--- src/rtl/vga_timing_pkg.sv ---
// ---------------------------------------------------------------------------
// vga_timing_pkg
//   Shared types and defaults for the raster timing generator.
//   - vga_state_e    : run/stop FSM states (IDLE, RUN, DRAIN)
//   - axis_timing_t  : active/front-porch/sync/back-porch for one axis
//   - vga_timing_t   : horizontal + vertical timing pair
//   - VGA_640X480_60 : standard 640x480@60 timing, used for parameter defaults
//   - axis_total()   : total period (in ticks or lines) of one axis
// ---------------------------------------------------------------------------
package vga_timing_pkg;

  typedef enum logic [1:0] {
    IDLE  = 2'd0,
    RUN   = 2'd1,
    DRAIN = 2'd2
  } vga_state_e;

  typedef struct packed {
    logic [15:0] active;
    logic [15:0] fp;
    logic [15:0] sync;
    logic [15:0] bp;
  } axis_timing_t;

  typedef struct packed {
    axis_timing_t h;
    axis_timing_t v;
  } vga_timing_t;

  localparam vga_timing_t VGA_640X480_60 = '{
    h: '{active: 16'd640, fp: 16'd16, sync: 16'd96, bp: 16'd48},
    v: '{active: 16'd480, fp: 16'd10, sync: 16'd2,  bp: 16'd33}
  };

  function automatic int axis_total(input axis_timing_t t);
    return int'(t.active) + int'(t.fp) + int'(t.sync) + int'(t.bp);
  endfunction

endpackage

--- src/rtl/vga_axis_cnt.sv ---
// ---------------------------------------------------------------------------
// vga_axis_cnt
//   Generic wrap counter for one raster axis.
//   Ports:
//     clk, rst   : clock, asynchronous active-high reset (value -> RST_VAL)
//     load       : synchronous load of load_val (priority over inc)
//     load_val   : value taken on load
//     inc        : advance by one; at max the counter wraps to 0
//     max        : last value before wrap
//     value      : registered count
//     value_nxt  : value the counter takes at the next clk edge
//     wrap       : carry, 1 when inc is set while value==max
// ---------------------------------------------------------------------------
module vga_axis_cnt #(
  parameter int            CW      = 11,
  parameter logic [CW-1:0] RST_VAL = '0
) (
  input  logic          clk,
  input  logic          rst,
  input  logic          load,
  input  logic [CW-1:0] load_val,
  input  logic          inc,
  input  logic [CW-1:0] max,
  output logic [CW-1:0] value,
  output logic [CW-1:0] value_nxt,
  output logic          wrap
);

  logic [CW-1:0] value_q, value_d;

  always_comb begin
    wrap    = inc && (value_q == max);
    value_d = value_q;
    if (load)      value_d = load_val;
    else if (wrap) value_d = '0;
    else if (inc)  value_d = value_q + 1'b1;
  end

  always_ff @(posedge clk or posedge rst) begin
    if (rst) value_q <= RST_VAL;
    else     value_q <= value_d;
  end

  assign value     = value_q;
  assign value_nxt = value_d;

endmodule

--- src/rtl/vga_timing_gen.sv ---
// ---------------------------------------------------------------------------
// vga_timing_gen
//   Parametrised raster timing generator with run/stop FSM. A stop request
//   lets the current frame finish (DRAIN) before parking in IDLE at (0,0).
//   All outputs are registered and computed from the next x/y, so sync and
//   blank always describe the x/y shown in the same cycle.
//
//   Optional feature macro: VGA_TIMING_FETCH_EN
//     Adds fetch_x/fetch_y/fetch_valid: the raster position LEAD ticks ahead,
//     for a pixel pipeline that needs to fetch early.
//
//   Ports:
//     vgaclk       : pixel/system clock
//     reset        : asynchronous active-high reset
//     pix_en       : tick qualifier, nothing advances without it
//     run          : 1 = generate raster, 0 = stop at end of frame
//     hsync/vsync  : syncs at level HSYNC_POL/VSYNC_POL when asserted
//     sync_b       : composite sync, active-low
//     blank_b      : 1 inside the visible area while running
//     x, y         : current raster position
//     line_start   : one-cycle strobe when x becomes 0
//     frame_start  : one-cycle strobe when x and y become 0
//     frame_cnt    : completed frames, wraps at 255
//     active       : 1 in RUN or DRAIN
// ---------------------------------------------------------------------------
module vga_timing_gen
  import vga_timing_pkg::*;
#(
  parameter int   CW        = 11,
  parameter int   HACTIVE   = int'(VGA_640X480_60.h.active),
  parameter int   HFP       = int'(VGA_640X480_60.h.fp),
  parameter int   HSYN      = int'(VGA_640X480_60.h.sync),
  parameter int   HBP       = int'(VGA_640X480_60.h.bp),
  parameter int   VACTIVE   = int'(VGA_640X480_60.v.active),
  parameter int   VFP       = int'(VGA_640X480_60.v.fp),
  parameter int   VSYN      = int'(VGA_640X480_60.v.sync),
  parameter int   VBP       = int'(VGA_640X480_60.v.bp),
  parameter logic HSYNC_POL = 1'b0,
  parameter logic VSYNC_POL = 1'b0,
  parameter int   LEAD      = 2
) (
  input  logic          vgaclk,
  input  logic          reset,
  input  logic          pix_en,
  input  logic          run,
  output logic          hsync,
  output logic          vsync,
  output logic          sync_b,
  output logic          blank_b,
  output logic [CW-1:0] x,
  output logic [CW-1:0] y,
  output logic          line_start,
  output logic          frame_start,
  output logic [7:0]    frame_cnt,
`ifdef VGA_TIMING_FETCH_EN
  output logic [CW-1:0] fetch_x,
  output logic [CW-1:0] fetch_y,
  output logic          fetch_valid,
`endif
  output logic          active
);

  localparam int HMAX = HACTIVE + HFP + HSYN + HBP;
  localparam int VMAX = VACTIVE + VFP + VSYN + VBP;

  if ((HMAX - 1) >= (1 << CW) || (VMAX - 1) >= (1 << CW) || LEAD >= HMAX ||
      LEAD < 0 || HACTIVE < 1 || VACTIVE < 1 || HSYN < 1 || VSYN < 1) begin : g_bad_cfg
    $error("vga_timing_gen: timing parameters do not fit CW or LEAD >= HMAX");
  end

  localparam logic [CW-1:0] HLAST    = CW'(HMAX - 1);
  localparam logic [CW-1:0] VLAST    = CW'(VMAX - 1);
  localparam logic [CW-1:0] HVIS_END = CW'(HACTIVE - 1);
  localparam logic [CW-1:0] VVIS_END = CW'(VACTIVE - 1);
  localparam logic [CW-1:0] HS_BEG   = CW'(HACTIVE + HFP);
  localparam logic [CW-1:0] HS_END   = CW'(HACTIVE + HFP + HSYN - 1);
  localparam logic [CW-1:0] VS_BEG   = CW'(VACTIVE + VFP);
  localparam logic [CW-1:0] VS_END   = CW'(VACTIVE + VFP + VSYN - 1);

  vga_state_e state_q, state_d;

  logic          hsync_q, hsync_d;
  logic          vsync_q, vsync_d;
  logic          sync_b_q, sync_b_d;
  logic          blank_b_q, blank_b_d;
  logic          line_start_q, line_start_d;
  logic          frame_start_q, frame_start_d;
  logic [7:0]    frame_cnt_q, frame_cnt_d;
  logic          active_q, active_d;

  logic          pos_inc, pos_load;
  logic          h_wrap, frame_wrap;
  logic [CW-1:0] x_val, x_nxt, y_val, y_nxt;

  // The raster only moves while running; IDLE pins it to the origin.
  assign pos_inc  = pix_en && (state_q != IDLE);
  assign pos_load = (state_q == IDLE);

  vga_axis_cnt #(.CW(CW), .RST_VAL('0)) u_hcnt (
    .clk      (vgaclk),
    .rst      (reset),
    .load     (pos_load),
    .load_val ('0),
    .inc      (pos_inc),
    .max      (HLAST),
    .value    (x_val),
    .value_nxt(x_nxt),
    .wrap     (h_wrap)
  );

  // V advances on the H carry; its own carry is the frame wrap.
  vga_axis_cnt #(.CW(CW), .RST_VAL('0)) u_vcnt (
    .clk      (vgaclk),
    .rst      (reset),
    .load     (pos_load),
    .load_val ('0),
    .inc      (h_wrap),
    .max      (VLAST),
    .value    (y_val),
    .value_nxt(y_nxt),
    .wrap     (frame_wrap)
  );

  // Next state. run is only looked at on ticks so that every output,
  // including active, holds between ticks.
  always_comb begin
    state_d = state_q;
    case (state_q)
      IDLE:
        if (pix_en && run) state_d = RUN;
      RUN:
        if (pix_en && !run) state_d = frame_wrap ? IDLE : DRAIN;
      DRAIN:
        if (pix_en) begin
          if (frame_wrap) state_d = IDLE;
          else if (run)   state_d = RUN;
        end
      default:
        state_d = IDLE;
    endcase
  end

  // Outputs are derived from the next position and next state. A
  // transition into IDLE lands on (0,0) through the counter wrap, but
  // raises no strobes since the raster is no longer running.
  always_comb begin
    logic on_d, hs_act, vs_act;
    on_d          = (state_d != IDLE);
    hs_act        = on_d && (x_nxt >= HS_BEG) && (x_nxt <= HS_END);
    vs_act        = on_d && (y_nxt >= VS_BEG) && (y_nxt <= VS_END);
    hsync_d       = hs_act ? HSYNC_POL : ~HSYNC_POL;
    vsync_d       = vs_act ? VSYNC_POL : ~VSYNC_POL;
    sync_b_d      = ~(hs_act | vs_act);
    blank_b_d     = on_d && (x_nxt <= HVIS_END) && (y_nxt <= VVIS_END);
    line_start_d  = pix_en && on_d && (x_nxt == '0);
    frame_start_d = line_start_d && (y_nxt == '0);
    frame_cnt_d   = frame_cnt_q + {7'd0, frame_wrap};
    active_d      = on_d;
  end

  always_ff @(posedge vgaclk or posedge reset) begin
    if (reset) begin
      state_q       <= IDLE;
      hsync_q       <= ~HSYNC_POL;
      vsync_q       <= ~VSYNC_POL;
      sync_b_q      <= 1'b1;
      blank_b_q     <= 1'b0;
      line_start_q  <= 1'b0;
      frame_start_q <= 1'b0;
      frame_cnt_q   <= '0;
      active_q      <= 1'b0;
    end else begin
      state_q       <= state_d;
      hsync_q       <= hsync_d;
      vsync_q       <= vsync_d;
      sync_b_q      <= sync_b_d;
      blank_b_q     <= blank_b_d;
      line_start_q  <= line_start_d;
      frame_start_q <= frame_start_d;
      frame_cnt_q   <= frame_cnt_d;
      active_q      <= active_d;
    end
  end

  assign hsync       = hsync_q;
  assign vsync       = vsync_q;
  assign sync_b      = sync_b_q;
  assign blank_b     = blank_b_q;
  assign x           = x_val;
  assign y           = y_val;
  assign line_start  = line_start_q;
  assign frame_start = frame_start_q;
  assign frame_cnt   = frame_cnt_q;
  assign active      = active_q;

`ifdef VGA_TIMING_FETCH_EN
  // A second counter pair runs LEAD ticks ahead of the raster. It sits at
  // (LEAD,0) in IDLE, which is exactly LEAD ticks past the origin, so it
  // stays in lockstep with the raster without any subtraction.
  logic          fx_wrap, fy_wrap_unused;
  logic [CW-1:0] fx_val, fx_nxt, fy_val, fy_nxt;
  logic          fetch_valid_q, fetch_valid_d;

  vga_axis_cnt #(.CW(CW), .RST_VAL(CW'(LEAD))) u_fxcnt (
    .clk      (vgaclk),
    .rst      (reset),
    .load     (pos_load),
    .load_val (CW'(LEAD)),
    .inc      (pos_inc),
    .max      (HLAST),
    .value    (fx_val),
    .value_nxt(fx_nxt),
    .wrap     (fx_wrap)
  );

  vga_axis_cnt #(.CW(CW), .RST_VAL('0)) u_fycnt (
    .clk      (vgaclk),
    .rst      (reset),
    .load     (pos_load),
    .load_val ('0),
    .inc      (fx_wrap),
    .max      (VLAST),
    .value    (fy_val),
    .value_nxt(fy_nxt),
    .wrap     (fy_wrap_unused)
  );

  always_comb begin
    fetch_valid_d = (state_d != IDLE) && (fx_nxt <= HVIS_END) && (fy_nxt <= VVIS_END);
  end

  always_ff @(posedge vgaclk or posedge reset) begin
    if (reset) fetch_valid_q <= 1'b0;
    else       fetch_valid_q <= fetch_valid_d;
  end

  assign fetch_x     = fx_val;
  assign fetch_y     = fy_val;
  assign fetch_valid = fetch_valid_q;
`endif

endmodule

--- config.mk ---
export PLATFORM = sky130hd
export DESIGN_NAME = vga_timing_gen
export DESIGN_NICKNAME = d
export VERILOG_FILES = /design/src/rtl/vga_timing_pkg.sv /design/src/rtl/vga_axis_cnt.sv /design/src/rtl/vga_timing_gen.sv
export SDC_FILE = /design/constraint.sdc
export NUM_CORES = 1
export LEC_CHECK = 0
export CORE_AREA = 2 2 73 75
export DETAILED_ROUTE_END_ITERATION = 6
export DIE_AREA = 0 0 75 77
export PLACE_DENSITY = 0.75
export SETUP_SLACK_MARGIN = 0.1
export SLEW_MARGIN = 20
export SYNTH_ARGS = -nofsm -noshare
export SYNTH_HDL_FRONTEND = slang
export SYNTH_SLANG_ARGS = --single-unit
--- constraint.sdc ---
create_clock -name vgaclk -period 3.1 [get_ports vgaclk]
set_clock_uncertainty 0.2 [all_clocks]
set_input_delay 0.465 -clock vgaclk [delete_from_list [all_inputs] [get_ports vgaclk]]
set_output_delay 0.465 -clock vgaclk [all_outputs]
set_load 0.05 [all_outputs]
Word-level counts from Yosys, hierarchy flattened --
Index checks and enable logic that the tools add are counted.
Cells by class: add/subtract/negate cells 3, order comparisons 6, eq/ne operators 4, mux-type cells 15, bitwise gates (word level) 2, reduce and logical (&&, ||, !) cells 20
Operators with widths (number):
- 2-to-1 mux 11 bit | 6
- adder 11 x 1 -> 11 bit (second input constant) | 2
- == test 11 x 10 -> 1 bit (second input constant) | 2
- less-or-equal comparator 11 x 10 -> 1 bit (second input constant) | 2
- less-or-equal comparator 11 x 9 -> 1 bit (second input constant) | 2
- zero test 11 bit | 2
- logical AND 1 bit | 14
- 2-to-1 mux 2 bit | 6
- greater-or-equal comparator 11 x 10 -> 1 bit (second input constant) | 1
- greater-or-equal comparator 11 x 9 -> 1 bit (second input constant) | 1
- adder 8 x 1 -> 8 bit | 1
- one-hot mux 2 bit (3 select lines) | 1
- nonzero test 2 bit | 2
- == test 2 x 1 -> 1 bit (second input constant) | 1
- == test 2 bit (second input constant) | 1
- zero test 2 bit | 1
- 2-to-1 mux 1 bit | 2
- zero test 1 bit | 1
- NOT 1 bit | 1
- bitwise OR 1 bit | 1
Storage, ports and cells: register bits after elaboration 39, input port bits 4, output and inout bits 37, word-level logic and storage cells 61

Depth between registers and ports, before layout --
Gate-level depths: netlist (run 1).
depth in word-level cells 12, gate-level depth with buffers 10, depth with buffers taken out 9

Cells and area by module --
From an unflattened synthesis (run 1), not the netlist that was laid out.
Unflattened totals: cells, all modules 241, area total of the unflattened synthesis 2536.2 um2
Modules (own cells, without submodules):
- vga_axis_cnt | times used 2, cells each 81, area an instance 842.1 um2, seq. area each 275.3 um2
- vga_timing_gen | times used 1, cells each 79, area an instance 852.1 um2, seq. area each 429.2 um2

Worst setup path after synthesis (run 1) --
Ideal clock, no wire load.
kind reg2reg, start register u_hcnt.value_q[6] (netlist: u_hcnt.value[6]), end register sync_b_q (netlist: sync_b), library setup time 0.077 ns, data arrival time 3.096 ns, data required time 2.823 ns, setup slack -0.274 ns, stages on the path, launching flop included 10, buffers on the path 2, clock period less this slack 3.374 ns, cell sequence dfrtp_1 > buf_2 > or4_4 > or4_4 > buf_6 > or3_1 > a21o_1 > o32a_1 > o21ba_1 > a31oi_1
On the way: longest elaborated chain between the ends 11, elaborated cells between the ends (all ways) 26, those cells by class add/sub (1); order compare (4); eq/ne (1); mux (11); bitwise (2); reduce/logical (7)
RTL lines:
- from (decl) | line vga_axis_cnt.sv:29 | logic [CW-1:0] value_q, value_d;
- from (signal assigned) | line vga_axis_cnt.sv:41 | else value_q <= value_d;
- parallel branches: the longest is 9 deep, another holds adder 11 x 1 -> 11 bit
- bitwise OR 1 bit * | line vga_timing_gen.sv:153 | sync_b_d = ~(hs_act | vs_act);
- NOT 1 bit * | line vga_timing_gen.sv:153
- named net sync_b_d | line vga_timing_gen.sv:84 | logic sync_b_q, sync_b_d;
- to (signal assigned) | line vga_timing_gen.sv:176 | sync_b_q <= sync_b_d;
- to (decl) | line vga_timing_gen.sv:84
Mark *: on every way through the listed nets, which the timed path passes.

Worst setup path in the final report (run 1) --
start register u_hcnt.value_q[6] (netlist: u_hcnt.value[6]), end register frame_start_q (netlist: frame_start)
On the way: elaborated cells between the ends (all ways) 21, those cells by class add/sub (1); eq/ne (1); mux (11); reduce/logical (8)
RTL lines:
- == test 11 x 10 -> 1 bit * | line vga_axis_cnt.sv:32 | wrap = inc && (value_q == max);
- logical AND 1 bit * | line vga_axis_cnt.sv:32
- 2-to-1 mux 11 bit or logical AND 1 bit (tied branches) | line vga_axis_cnt.sv:36, vga_axis_cnt.sv:32
- 2-to-1 mux 11 bit * | line vga_axis_cnt.sv:35 | else if (wrap) value_d = '0;
- 2-to-1 mux 11 bit * | line vga_axis_cnt.sv:34 | if (load) value_d = load_val;
- named net u_vcnt.value_nxt[3] | line vga_axis_cnt.sv:25 | output logic [CW-1:0] value_nxt,
- zero test 11 bit * | line vga_timing_gen.sv:156 | frame_start_d = line_start_d && (y_nxt == '0);
- logical AND 1 bit * | line vga_timing_gen.sv:156
- named net frame_start_d | line vga_timing_gen.sv:87 | logic frame_start_q, frame_start_d;
- to (signal assigned) | line vga_timing_gen.sv:179 | frame_start_q <= frame_start_d;
- to (decl) | line vga_timing_gen.sv:87
The timed path passes the listed nets; every way through them passes the cells marked *.

==> reports/qor.txt, run 1 <==
STA
---------------------------------------------------------------------------------------
Clock period minus final worst setup slack ...............................      2.95 ns
Final hold vios ..........................................................            0
Fraction of the cycle the final worst path needs .........................        0.950
Measured slew at the worst slew-check pin ................................     0.523 ns
Unrepaired setup endpoints after global routing ..........................          yes
Top achievable clock speed ...............................................      339 MHz
Total count of max-transition violations in the final report .............            0
Headroom to the max-slew limit ...........................................        0.650
Final Setup Violations ...................................................            0

CLOCKING
---------------------------------------------------------------------------------------
Root Buffer .............................................................. sky130_fd_sc_hd__clkbuf_8
Insertion delay to the later sink of the worst-skew pair .................      0.30 ns
Number of levels in the clock H-tree .....................................            2
Cells resized by post-CTS repair .........................................            0
Max clock buf depth ......................................................            2
Post-CTS Setup Repair Bufs ...............................................            0
Clock tree from TritonCTS ................................................         done
TritonCTS sink count .....................................................           39
Clock slew at the register clock pins of the worst setup and hold paths ..      0.08 ns
Cts bufs inserted ........................................................            5
Number of hold buffers added after cts ...................................            0

PLACED DESIGN
---------------------------------------------------------------------------------------
Cells after DPL ..........................................................          385
Final weighted congestion in routability-driven placement ................        0.862
PortBufs .................................................................           40
Detail Placement HPWL ....................................................      4060 um
Placed Instance Area ..................................................... 0.00296 mm^2

WORST HOLD PATH
---------------------------------------------------------------------------------------
Classification of the worst-slack hold path ..............................   reg -> reg
Worst hold endpoint ...................................................... frame_cnt[7]$_DFF_PP0_
Launch point of the worst hold path ...................................... frame_cnt[7]$_DFF_PP0_
Worst hold path stage count ..............................................            1

CRITICAL PATH
---------------------------------------------------------------------------------------
R2r setup slk ............................................................      0.15 ns
Required time of the critical path .......................................      3.08 ns
Startpoint class of the critical path ....................................         flop
Worst Reg2Reg Path Length in Cells .......................................            7
Endpoint of the lowest-slack register-to-register path ................... frame_start$_DFF_PP0_
Arrival @ worst endpoint .................................................      2.93 ns
Critical register-to-register path startpoint ............................ u_hcnt.value[6]$_DFF_PP0_
Endpoint type of the worst setup path ....................................         flop
Worst-path fanout max ....................................................            5
WS Path Type .............................................................   reg -> reg

FINISH
---------------------------------------------------------------------------------------
Finished Cell Area ....................................................... 0.00307 mm^2
Number of nets in the layout .............................................          332
Fill cell count ..........................................................          456
Share of final-layout standard cells stronger than drive strength 1 ......        0.167
ANT cells ................................................................            0
Area added between synthesis and finish ..................................        32.3%
Final cell count without fillers .........................................          394

YOSYS
---------------------------------------------------------------------------------------
Cell variety after synth .................................................           50
Synthesized area per cell ................................................    8.94 um^2
Sequential-to-total area share from yosys stat ...........................        0.422
Share of async-settable or async-resettable flops after synthesis ........         1.00
Count of warnings emitted by yosys .......................................            0
Number of instances in the synthesized netlist ...........................          260
Syn_nets .................................................................          269
Most frequently used flop master after synthesis ......................... sky130_fd_sc_hd__dfrtp_1
Post-synth EDFFs .........................................................            0
Number of synthesized register bits ......................................           39
Post-Syn Area ............................................................ 0.00232 mm^2

GLOBAL ROUTE
---------------------------------------------------------------------------------------
Global-route wire length before repair ...................................      9140 um
Largest net degree at the start of global routing ........................           40
Via count of the first global-routing pass ...............................         2023
Overall Global Routing Usage .............................................        0.203
Total congestion overflow ................................................            0
Number of antenna violations at the first check in global routing ........            0

OUTCOME
---------------------------------------------------------------------------------------
Status ................................................................... finished clean

DIE
---------------------------------------------------------------------------------------
Total die area ........................................................... 0.00578 mm^2
Die Wd ...................................................................        75 um
# rows ...................................................................           26
DIE HEIGHT ...............................................................        77 um
# IOs ....................................................................           41
Placeable Area ........................................................... 0.00498 mm^2
Starting Density .........................................................        0.467

ROUTE
---------------------------------------------------------------------------------------
Detailed-route via count .................................................         2132
Average via count per standard cell ......................................         5.41
Remaining antenna violation count ........................................            0
Number of violations reported at the end of detailed-routing iteration 0 .          180
Average wire length per cell after detail routing ........................      14.2 um
Remaining routing DRC violations .........................................            0
Final WL .................................................................      5610 um
Detailed Routing Iterations Pass 1 .......................................            4

POWER
---------------------------------------------------------------------------------------
Peak VDD IR ..............................................................       193 uV
Cell Pwr Density .........................................................  373 mW/mm^2
Leakage power summed over all cells ......................................      1.25 nW

FLOW RUN
---------------------------------------------------------------------------------------
Max-cap viol count .......................................................            0

## cell families (layout without fill, tap and decap cells)
logic type,after synthesis,after routing,synth area share
and+or+nand+nor,117,118,0.263
AOI/OAI and AO/OA,45,45,0.132
DFF,39,39,0.422
xor gates and xnor gates,26,26,0.0980
buffers and inverters,26,89,0.0490
adders and majority gates,5,5,0.0269
muxes,2,2,0.00862
## cells in the mapped netlist (2+ instances only)
| cell | count | share of area |
|---|---|---|
| sky130_fd_sc_hd__dfrtp_1 | 36 | 0.39 |
| sky130_fd_sc_hd__nor2_1 | 31 | 0.050 |
| sky130_fd_sc_hd__nand2_1 | 23 | 0.037 |
| sky130_fd_sc_hd__xnor2_1 | 19 | 0.072 |
| sky130_fd_sc_hd__inv_1 | 14 | 0.023 |
| sky130_fd_sc_hd__nand3_1 | 13 | 0.028 |
| sky130_fd_sc_hd__a21oi_1 | 10 | 0.022 |
| sky130_fd_sc_hd__clkbuf_1 | 9 | 0.015 |
| sky130_fd_sc_hd__nor3_1 | 8 | 0.017 |
| sky130_fd_sc_hd__and3_1 | 7 | 0.019 |
| sky130_fd_sc_hd__xor2_1 | 7 | 0.026 |
| sky130_fd_sc_hd__o21ai_0 | 6 | 0.013 |
| sky130_fd_sc_hd__or3_1 | 6 | 0.016 |
| sky130_fd_sc_hd__and2_1 | 5 | 0.013 |
| sky130_fd_sc_hd__ha_1 | 5 | 0.027 |
| sky130_fd_sc_hd__nand4_1 | 5 | 0.013 |
| sky130_fd_sc_hd__o31ai_1 | 4 | 0.013 |
| sky130_fd_sc_hd__a211oi_1 | 3 | 0.0097 |
| sky130_fd_sc_hd__a21o_1 | 3 | 0.0097 |
| sky130_fd_sc_hd__dfstp_2 | 3 | 0.034 |
| sky130_fd_sc_hd__nor4_1 | 3 | 0.0081 |
| sky130_fd_sc_hd__a31oi_1 | 2 | 0.0054 |
| sky130_fd_sc_hd__and4_1 | 2 | 0.0075 |
| sky130_fd_sc_hd__buf_6 | 2 | 0.0097 |
| sky130_fd_sc_hd__mux2i_1 | 2 | 0.0086 |
| sky130_fd_sc_hd__nand3b_1 | 2 | 0.0065 |
| sky130_fd_sc_hd__nor4b_1 | 2 | 0.0075 |
| sky130_fd_sc_hd__o21ai_1 | 2 | 0.0043 |
| sky130_fd_sc_hd__o221ai_1 | 2 | 0.0075 |
| sky130_fd_sc_hd__o32a_1 | 2 | 0.0086 |
| sky130_fd_sc_hd__or4_1 | 2 | 0.0065 |
| sky130_fd_sc_hd__or4_4 | 2 | 0.0097 |
## worst max path at each step
stage,start,to,slack (ns)
global route,pix_en,frame_start$_DFF_PP0_,0.09
finish,u_hcnt.value[6]$_DFF_PP0_,frame_start$_DFF_PP0_,0.15
detailed placement,pix_en,sync_b$_DFF_PP1_,-0.06
floorplan,u_hcnt.value[6]$_DFF_PP0_,sync_b$_DFF_PP1_,-0.04
global placement,pix_en,sync_b$_DFF_PP1_,-0.01
CTS,u_hcnt.value[6]$_DFF_PP0_,frame_start$_DFF_PP0_,0.16
## final cells by class
| cell class | instances | area (um^2) | share of cell area |
|---|---|---|---|
| clock buffers | 7 | 86.3 | 0.0281 |
| clock inverters | 1 | 5.00 | 0.00163 |
| inverters | 14 | 52.6 | 0.0171 |
| multi-input cells | 196 | 1250 | 0.408 |
| flip-flops and latches | 39 | 985 | 0.320 |
| well taps | 70 | 87.6 | 0.0285 |
| repair buffers | 67 | 603 | 0.196 |
## cells in the final DEF (no fill, tap or decap), types with 4 or more instances in the layout
master                             n
sky130_fd_sc_hd__xnor2_1          19
sky130_fd_sc_hd__or3_1             6
sky130_fd_sc_hd__o31ai_1           4
sky130_fd_sc_hd__dfrtp_1          32
sky130_fd_sc_hd__nand4_1           5
sky130_fd_sc_hd__xor2_1            7
sky130_fd_sc_hd__buf_4            27
sky130_fd_sc_hd__and2_1            5
sky130_fd_sc_hd__nor2_1           30
sky130_fd_sc_hd__nand3_1          13
sky130_fd_sc_hd__clkdlybuf4s50_1  40
sky130_fd_sc_hd__and3_1            7
sky130_fd_sc_hd__nor3_1            7
sky130_fd_sc_hd__clkbuf_8          6
sky130_fd_sc_hd__or4_4             4
sky130_fd_sc_hd__nand2_1          23
sky130_fd_sc_hd__dfrtp_2           4
sky130_fd_sc_hd__o21ai_0           5
sky130_fd_sc_hd__a21oi_1          10
sky130_fd_sc_hd__inv_1            14
sky130_fd_sc_hd__ha_1              4
## registers in the layout, summed over array words and instances (netlist names)
| register | cells |
|---|---|
| active | 1 |
| blank_b | 1 |
| frame_cnt | 8 |
| frame_start | 1 |
| hsync | 1 |
| line_start | 1 |
| state_q | 2 |
| sync_b | 1 |
| u_hcnt.value | 11 |
| u_vcnt.value | 11 |
| vsync | 1 |
## through the flow
stage / setup slack [ns] / utilization / setup TNS [ns] / hold WS (ns) / power [mW]
global route: 0.0912 / 0.618 / 0 / 0.310 / 1.20
detailed placement: -0.0563 / 0.595 / -0.116 / 0.266 / 0.795
global placement: -0.0128 / 0.595 / -0.0128 / 0.260 / 0.792
floorplan: -0.0443 / - / -0.0443 / 0.404 / 0.702
finish: 0.154 / 0.618 / 0 / 0.275 / 1.15
CTS: 0.156 / 0.613 / 0 / 0.280 / 1.16
## worst max-delay path: stages, from the launching register on
cell and delay, ns:
sky130_fd_sc_hd__dfrtp_2 0.40, sky130_fd_sc_hd__or4_4 0.60, sky130_fd_sc_hd__or4_1 0.58, sky130_fd_sc_hd__o21ai_0 0.18, sky130_fd_sc_hd__a21o_1 0.15, sky130_fd_sc_hd__inv_1 0.08, sky130_fd_sc_hd__or3_1 0.34, sky130_fd_sc_hd__nor4b_1 0.30
## report_power, final
| part | switching [mW] | leakage (nW) | internal (mW) | total, mW |
|---|---|---|---|---|
| clock | 0.179 | 0.0482 | 0.180 | 0.358 |
| combinational | 0.154 | 0.682 | 0.0929 | 0.247 |
| sequential | 0.0128 | 0.518 | 0.528 | 0.541 |
## layer usage
metal  GRT usage  up-vias  routed length (um)
met5           0        -                   0
met4      0.0750        0                  72
met3      0.0355        8                 277
met2       0.326       60                2700
met1       0.267     1017                2550
li1            -     1047                   -
No activity file was read; power rests on OpenSTA's default activity.
==> run 2, diff against run 1 <==
--- a/config.mk
+++ b/config.mk
@@ -9,6 +9,7 @@
 export DETAILED_ROUTE_END_ITERATION = 6
 export DIE_AREA = 0 0 75 77
 export PLACE_DENSITY = 0.75
+export RECOVER_POWER = 50
 export SETUP_SLACK_MARGIN = 0.1
 export SLEW_MARGIN = 20
 export SYNTH_ARGS = -nofsm -noshare
==> constraint.sdc (replaced) <==
create_clock -name vgaclk -period 2.5 [get_ports vgaclk]
set_clock_uncertainty 0.2 [all_clocks]
set_input_delay 0.375 -clock vgaclk [delete_from_list [all_inputs] [get_ports vgaclk]]
set_output_delay 0.375 -clock vgaclk [all_outputs]
set_load 0.05 [all_outputs]
==> run 2 against run 1 <==
Effect of this change:
- the run now ends with setup timing left
- utilization grew 9.6 points
- via count grew 12%
- wire length grew 21%
- worst hold slack gained 0.0067 ns
- die area is the same
- power grew 29%
- highest routed layer unchanged
==> reports/qor.txt, run 2 (synthesis gave the netlist of run 1 again) <==
OUTCOME
---------------------------------------------------------------------------------------
Status ................................................................... finished, violations left
Violations in the final reports .......................................... setup timing

FINISH
---------------------------------------------------------------------------------------
Most used cells in the layout excluding fill and tap cells ............... 69 x sky130_fd_sc_hd__buf_4, 33 x sky130_fd_sc_hd__clkdlybuf4s50_1, 32 x sky130_fd_sc_hd__dfrtp_1
Area added between synthesis and finish ..................................        52.8%
Leading cell type in the layout, fill and taps excluded .................. sky130_fd_sc_hd__buf_4
Share of final-layout standard cells stronger than drive strength 1 ......        0.309
Final cell count without fillers .........................................          442
Final standard cell utilization of the core ..............................        0.713
Number of nets in the layout .............................................          380
ANT cells ................................................................            0
Fill cell count ..........................................................          353

CRITICAL PATH
---------------------------------------------------------------------------------------
Required time of the critical path .......................................      2.52 ns
Startpoint class of the critical path ....................................         flop
Arrival @ worst endpoint .................................................      2.98 ns
Worst-path fanout max ....................................................            5
WS Path Type .............................................................   reg -> reg
Worst Reg2Reg Path Length in Cells .......................................            7
Endpoint type of the worst setup path ....................................         flop

CLOCKING
---------------------------------------------------------------------------------------
Insertion delay to the later sink of the worst-skew pair .................      0.31 ns
Clock tree from TritonCTS ................................................         done
TritonCTS sink count .....................................................           39
Max clock buf depth ......................................................            2
Root Buffer .............................................................. sky130_fd_sc_hd__clkbuf_8
Clock slew at the register clock pins of the worst setup and hold paths ..      0.09 ns
Cts bufs inserted ........................................................            5
Number of hold buffers added after cts ...................................            0
Number of levels in the clock H-tree .....................................            2

DIE
---------------------------------------------------------------------------------------
# IOs ....................................................................           41
Placeable Area ........................................................... 0.00498 mm^2
# rows ...................................................................           26
Starting Density .........................................................        0.467
Total die area ........................................................... 0.00578 mm^2
DIE HEIGHT ...............................................................        77 um
Die Wd ...................................................................        75 um

POWER
---------------------------------------------------------------------------------------
Cell Pwr Density .........................................................  417 mW/mm^2
Leakage power summed over all cells ......................................      1.57 nW
Peak VDD IR ..............................................................       274 uV

FLOW RUN
---------------------------------------------------------------------------------------
Max-cap viol count .......................................................            0

GLOBAL ROUTE
---------------------------------------------------------------------------------------
Overall Global Routing Usage .............................................        0.242
Total congestion overflow ................................................            0
Largest net degree at the start of global routing ........................           40
Global-route wire length before repair ...................................     10700 um
Via count of the first global-routing pass ...............................         2299
Number of antenna violations at the first check in global routing ........            0

PLACED DESIGN
---------------------------------------------------------------------------------------
Worst Setup Slack post-DPL ...............................................    -0.630 ns
Detail Placement HPWL ....................................................      4650 um
PortBufs .................................................................           40
Cells after DPL ..........................................................          427
Final weighted congestion in routability-driven placement ................        0.893

ROUTE
---------------------------------------------------------------------------------------
Final WL .................................................................      6780 um
Detailed Routing Iterations Pass 1 .......................................            4
Remaining routing DRC violations .........................................            0
Number of violations reported at the end of detailed-routing iteration 0 .          123
Detailed-route via count .................................................         2395
Remaining antenna violation count ........................................            0
Average wire length per cell after detail routing ........................      15.3 um
Average via count per standard cell ......................................         5.42

STA
---------------------------------------------------------------------------------------
Top achievable clock speed ...............................................      337 MHz
Clock period minus final worst setup slack ...............................      2.96 ns
Worst Slack Setup Final ..................................................    -0.465 ns
Final Setup Violations ...................................................           15
Measured slew at the worst slew-check pin ................................     0.947 ns
Fraction of the cycle the final worst path needs .........................         1.19
Total negative slack for setup checks ....................................     -4.06 ns
Unrepaired setup endpoints after global routing ..........................          yes
Final hold vios ..........................................................            0
Total count of max-transition violations in the final report .............            0
Headroom to the max-slew limit ...........................................        0.369

WORST HOLD PATH
---------------------------------------------------------------------------------------
Worst hold path stage count ..............................................            1
Classification of the worst-slack hold path ..............................   reg -> reg

[run 2: changes by cell type in the layout (fill, tap and decap cells not counted), sizes merged]
cell / change
clkbuf: -1
clkinvlp: +2
buf: +47
dlygate4sd3: +7
clkdlybuf4s50: -7
[run 2: where the power goes]
part	internal, mW	leakage, nW	total, mW	switching, mW
Sequential	0.654	0.518	0.671	0.0165
Clock	0.194	0.0402	0.448	0.254
Combinational	0.152	1.01	0.361	0.210
[run 2: metrics by stage]
stage | power, mW | area [um^2] | hold slack [ns]
floorplan | 0.873 | 2340 | 0.314
global placement | 1.01 | 3280 | 0.261
detailed placement | 1.02 | 3280 | 0.270
CTS | 1.47 | 3460 | 0.286
global route | 1.55 | 3550 | 0.315
finish | 1.48 | 3550 | 0.282
[run 2: area by class of cell]
cell class              count  area [um^2]  share of cell area
clock buffers               5         68.8              0.0194
multi-input cells         196         1360               0.382
clock inverters             3         20.0             0.00564
inverters                  14         52.6              0.0148
flip-flops and latches     39          985               0.277
well taps                  70         87.6              0.0247
repair buffers            115          980               0.276
[run 2: final timing paths]
check | start | to | slack, ns
setup / recovery | u_hcnt.value[6]$_DFF_PP0_ | sync_b$_DFF_PP1_ | -0.46
hold / removal | frame_cnt[7]$_DFF_PP0_ | frame_cnt[7]$_DFF_PP0_ | 0.28
setup reg to reg | u_hcnt.value[6]$_DFF_PP0_ | sync_b$_DFF_PP1_ | -0.46
hold reg to reg | frame_cnt[7]$_DFF_PP0_ | frame_cnt[7]$_DFF_PP0_ | 0.28
max in group asynchronous | reset | u_hcnt.value[5]$_DFF_PP0_ | 0.84
min in group asynchronous | reset | frame_cnt[6]$_DFF_PP0_ | 0.60
[run 2: layer usage]
metal,GRT usage,part of all wire
met5,0,0
met4,0.0964,0.037
met3,0.0512,0.054
met2,0.378,0.49
met1,0.321,0.42
[run 2: timing repair]
action	CTS	global route
setup buffers	3	4
setup endpoints to repair	20	23
gates resized for setup	18	14
pin swaps	10	6
endpoints found under the hold margin	0	0
gates cloned	1	0
[run 2: critical path, cell delays in order, from the launching register on]
cell	delay [ns]
sky130_fd_sc_hd__dfrtp_2	0.41
sky130_fd_sc_hd__or4_4	0.57
sky130_fd_sc_hd__or4_4	0.50
sky130_fd_sc_hd__or4_4	0.45
sky130_fd_sc_hd__a21oi_4	0.21
sky130_fd_sc_hd__nand4bb_1	0.17
sky130_fd_sc_hd__o21ba_1	0.27
sky130_fd_sc_hd__a31oi_1	0.10
==> run 3, diff against run 2 <==
--- a/config.mk
+++ b/config.mk
@@ -5,10 +5,10 @@
 export SDC_FILE = /design/constraint.sdc
 export NUM_CORES = 1
 export LEC_CHECK = 0
-export CORE_AREA = 2 2 73 75
+export CORE_AREA = 2 2 68 70
 export DETAILED_ROUTE_END_ITERATION = 6
-export DIE_AREA = 0 0 75 77
-export PLACE_DENSITY = 0.75
+export DIE_AREA = 0 0 70 72
+export PLACE_DENSITY = 0.82
 export RECOVER_POWER = 50
 export SETUP_SLACK_MARGIN = 0.1
 export SLEW_MARGIN = 20
==> constraint.sdc (replaced) <==
create_clock -name vgaclk -period 3.8 [get_ports vgaclk]
set_clock_uncertainty 0.2 [all_clocks]
set_input_delay 0.57 -clock vgaclk [delete_from_list [all_inputs] [get_ports vgaclk]]
set_output_delay 0.57 -clock vgaclk [all_outputs]
set_load 0.05 [all_outputs]
==> run 3 against run 2 <==
Effect of this change:
- the flow now finishes without violations
- wire length fell by 21%
- die area decreased by 13%
- worst hold slack worse by 0.018 ns
- sequential share of layout area up 6.1 points
- via count decreased by 14%
- critical path type is now in -> reg
- power shrank 30%
- setup slack better by 0.81 ns
- critical path depth up 1
- final cell count down 20%
- clock power is 6.9% lower
- largest power group unchanged
==> reports/qor.txt, run 3 (synthesis gave the netlist of run 1 again) <==
FINISH
---------------------------------------------------------------------------------------
Most used cells in the layout excluding fill and tap cells ............... 36 x sky130_fd_sc_hd__dfrtp_1, 31 x sky130_fd_sc_hd__nor2_1, 28 x sky130_fd_sc_hd__clkdlybuf4s50_1
Number of nets in the layout .............................................          309
Leading cell type in the layout, fill and taps excluded .................. sky130_fd_sc_hd__dfrtp_1
Fill cell count ..........................................................          338
ANT cells ................................................................            0
Final standard cell utilization of the core ..............................        0.680
Share of final-layout standard cells stronger than drive strength 1 ......       0.0731
Area added between synthesis and finish ..................................        24.7%

PLACED DESIGN
---------------------------------------------------------------------------------------
PortBufs .................................................................           40
Worst Setup Slack post-DPL ...............................................     0.265 ns
Detail Placement HPWL ....................................................      3880 um
Final weighted congestion in routability-driven placement ................        0.903

CLOCKING
---------------------------------------------------------------------------------------
Root Buffer .............................................................. sky130_fd_sc_hd__clkbuf_8
TritonCTS sink count .....................................................           39
Max clock buf depth ......................................................            2
Post-CTS Setup Repair Bufs ...............................................            0
Cts bufs inserted ........................................................            5
Insertion delay to the later sink of the worst-skew pair .................      0.30 ns
Number of levels in the clock H-tree .....................................            2
Clock slew at the register clock pins of the worst setup and hold paths ..      0.08 ns
Clock tree from TritonCTS ................................................         done
Cells resized by post-CTS repair .........................................            0
Number of hold buffers added after cts ...................................            0

STA
---------------------------------------------------------------------------------------
Total count of max-transition violations in the final report .............            0
Fraction of the cycle the final worst path needs .........................        0.909
Hold Slack ...............................................................     0.263 ns
Headroom to the max-slew limit ...........................................        0.301
Top achievable clock speed ...............................................      289 MHz
Final hold vios ..........................................................            0
Worst Slack Setup Final ..................................................     0.345 ns
Unrepaired setup endpoints after global routing ..........................           no
Clock period minus final worst setup slack ...............................      3.45 ns
Total negative slack for setup checks ....................................         0 ns
Final Setup Violations ...................................................            0
Measured slew at the worst slew-check pin ................................      1.05 ns

ROUTE
---------------------------------------------------------------------------------------
Remaining antenna violation count ........................................            0
Detailed Routing Iterations Pass 1 .......................................            4
Number of violations reported at the end of detailed-routing iteration 0 .          240
Detailed-route via count .................................................         2054
Final WL .................................................................      5340 um
Average wire length per cell after detail routing ........................      15.1 um
Remaining routing DRC violations .........................................            0
Average via count per standard cell ......................................         5.82

POWER
---------------------------------------------------------------------------------------
Clock network power share ................................................        0.405
Net Sw Frac ..............................................................        0.279
Cell Pwr Density .........................................................  356 mW/mm^2
NetSw ....................................................................       287 uW
Peak VDD IR ..............................................................       165 uV
Cell Int Power ...........................................................       743 uW
Leakage power summed over all cells ......................................      1.18 nW
Fraction of power consumed by combinational cells ........................        0.160
Proportion of power drawn by flip-flops and latches ......................        0.435

GLOBAL ROUTE
---------------------------------------------------------------------------------------
Total congestion overflow ................................................            0
Number of antenna violations at the first check in global routing ........            0
Largest net degree at the start of global routing ........................           21
Global-route wire length before repair ...................................      8980 um
Via count of the first global-routing pass ...............................         1913
Overall Global Routing Usage .............................................        0.223

DIE
---------------------------------------------------------------------------------------
Starting Density .........................................................        0.545
Die Wd ...................................................................        70 um
# rows ...................................................................           24
DIE HEIGHT ...............................................................        72 um
Placeable Area ........................................................... 0.00426 mm^2
# IOs ....................................................................           41
Total die area ........................................................... 0.00504 mm^2

CRITICAL PATH
---------------------------------------------------------------------------------------
Crit-path slowest cell ................................................... sky130_fd_sc_hd__dlygate4sd3_1
Worst-path fanout max ....................................................            9
Required time of the critical path .......................................      3.82 ns
Cell family with the largest share of critical-path delay ................ simple AND/OR/NAND/NOR gates
Arrival @ worst endpoint .................................................      3.47 ns
Buffer and inverter count on the worst path ..............................            1
Cell-by-cell trace of the critical path .................................. dlygate4sd3_1, o21ai_0, or4_4, or4_1, a21oi_2, nand4bb_1, o21ba_1, nand4_1
WS Path Type .............................................................    in -> reg
Startpoint class of the critical path ....................................    input pin
Worst path max stage delay ...............................................      0.69 ns
Endpoint type of the worst setup path ....................................         flop
R2r setup slk ............................................................      0.58 ns

OUTCOME
---------------------------------------------------------------------------------------
Status ................................................................... finished clean

WORST HOLD PATH
---------------------------------------------------------------------------------------
Classification of the worst-slack hold path ..............................   reg -> reg

FLOW RUN
---------------------------------------------------------------------------------------
Max-cap viol count .......................................................            0

==> run 3: cell count changes in the layout (fill, tap and decap cells not counted), moves of 5 or more <==
cell                              change
sky130_fd_sc_hd__buf_4               -65
sky130_fd_sc_hd__buf_6                -5
sky130_fd_sc_hd__clkdlybuf4s50_1      -5
sky130_fd_sc_hd__dlygate4sd3_1        +5
==> run 3: metal layers <==
metal	vias to the layer above	wire, um	track usage
met2	59	2560	0.358
met1	984	2430	0.301
met4	0	78	0.0769
met5	-	0	0
li1	1002	-	-
met3	9	268	0.0514
==> run 3: final cells by class <==
| type | count | area [um^2] | share of cell area |
|---|---|---|---|
| multi-input cells | 195 | 1230 | 0.424 |
| flip-flops and latches | 39 | 980 | 0.338 |
| inverters | 14 | 52.6 | 0.0181 |
| well taps | 52 | 65.1 | 0.0225 |
| clock buffers | 5 | 68.8 | 0.0237 |
| clock inverters | 3 | 67.6 | 0.0233 |
| repair buffers | 45 | 434 | 0.150 |
==> run 3: final timing paths <==
check                                          start                   endpoint  cells past startpoint
max reg2reg                u_hcnt.value[5]$_DFF_PP0_            vsync$_DFF_PP1_                      7
min in group asynchronous                      reset           active$_DFF_PP0_                      2
max in group asynchronous                      reset  u_hcnt.value[7]$_DFF_PP0_                      3
min                           frame_cnt[7]$_DFF_PP0_     frame_cnt[7]$_DFF_PP0_                      1
min reg2reg                   frame_cnt[7]$_DFF_PP0_     frame_cnt[7]$_DFF_PP0_                      1
max                                           pix_en            vsync$_DFF_PP1_                      8
==> run 3: power by group through the flow <==
stage	clock network, mW	registers (mW)	logic (mW)
2_1_floorplan	0	0.491	0.0802
3_3_place_gp	0	0.456	0.167
3_5_place_dp	0	0.457	0.169
4_1_cts	0.422	0.449	0.170
5_1_grt	0.440	0.451	0.178
6_report	0.417	0.448	0.165
==> run 3: per-stage QoR <==
stage / std cells / power [mW] / area (um^2)
6_report: 353 / 1.03 / 2900
5_1_grt: 353 / 1.07 / 2900
4_1_cts: 353 / 1.04 / 2900
3_5_place_dp: 345 / 0.625 / 2770
3_3_place_gp: 345 / 0.622 / 2770
2_1_floorplan: 260 / 0.572 / 2320
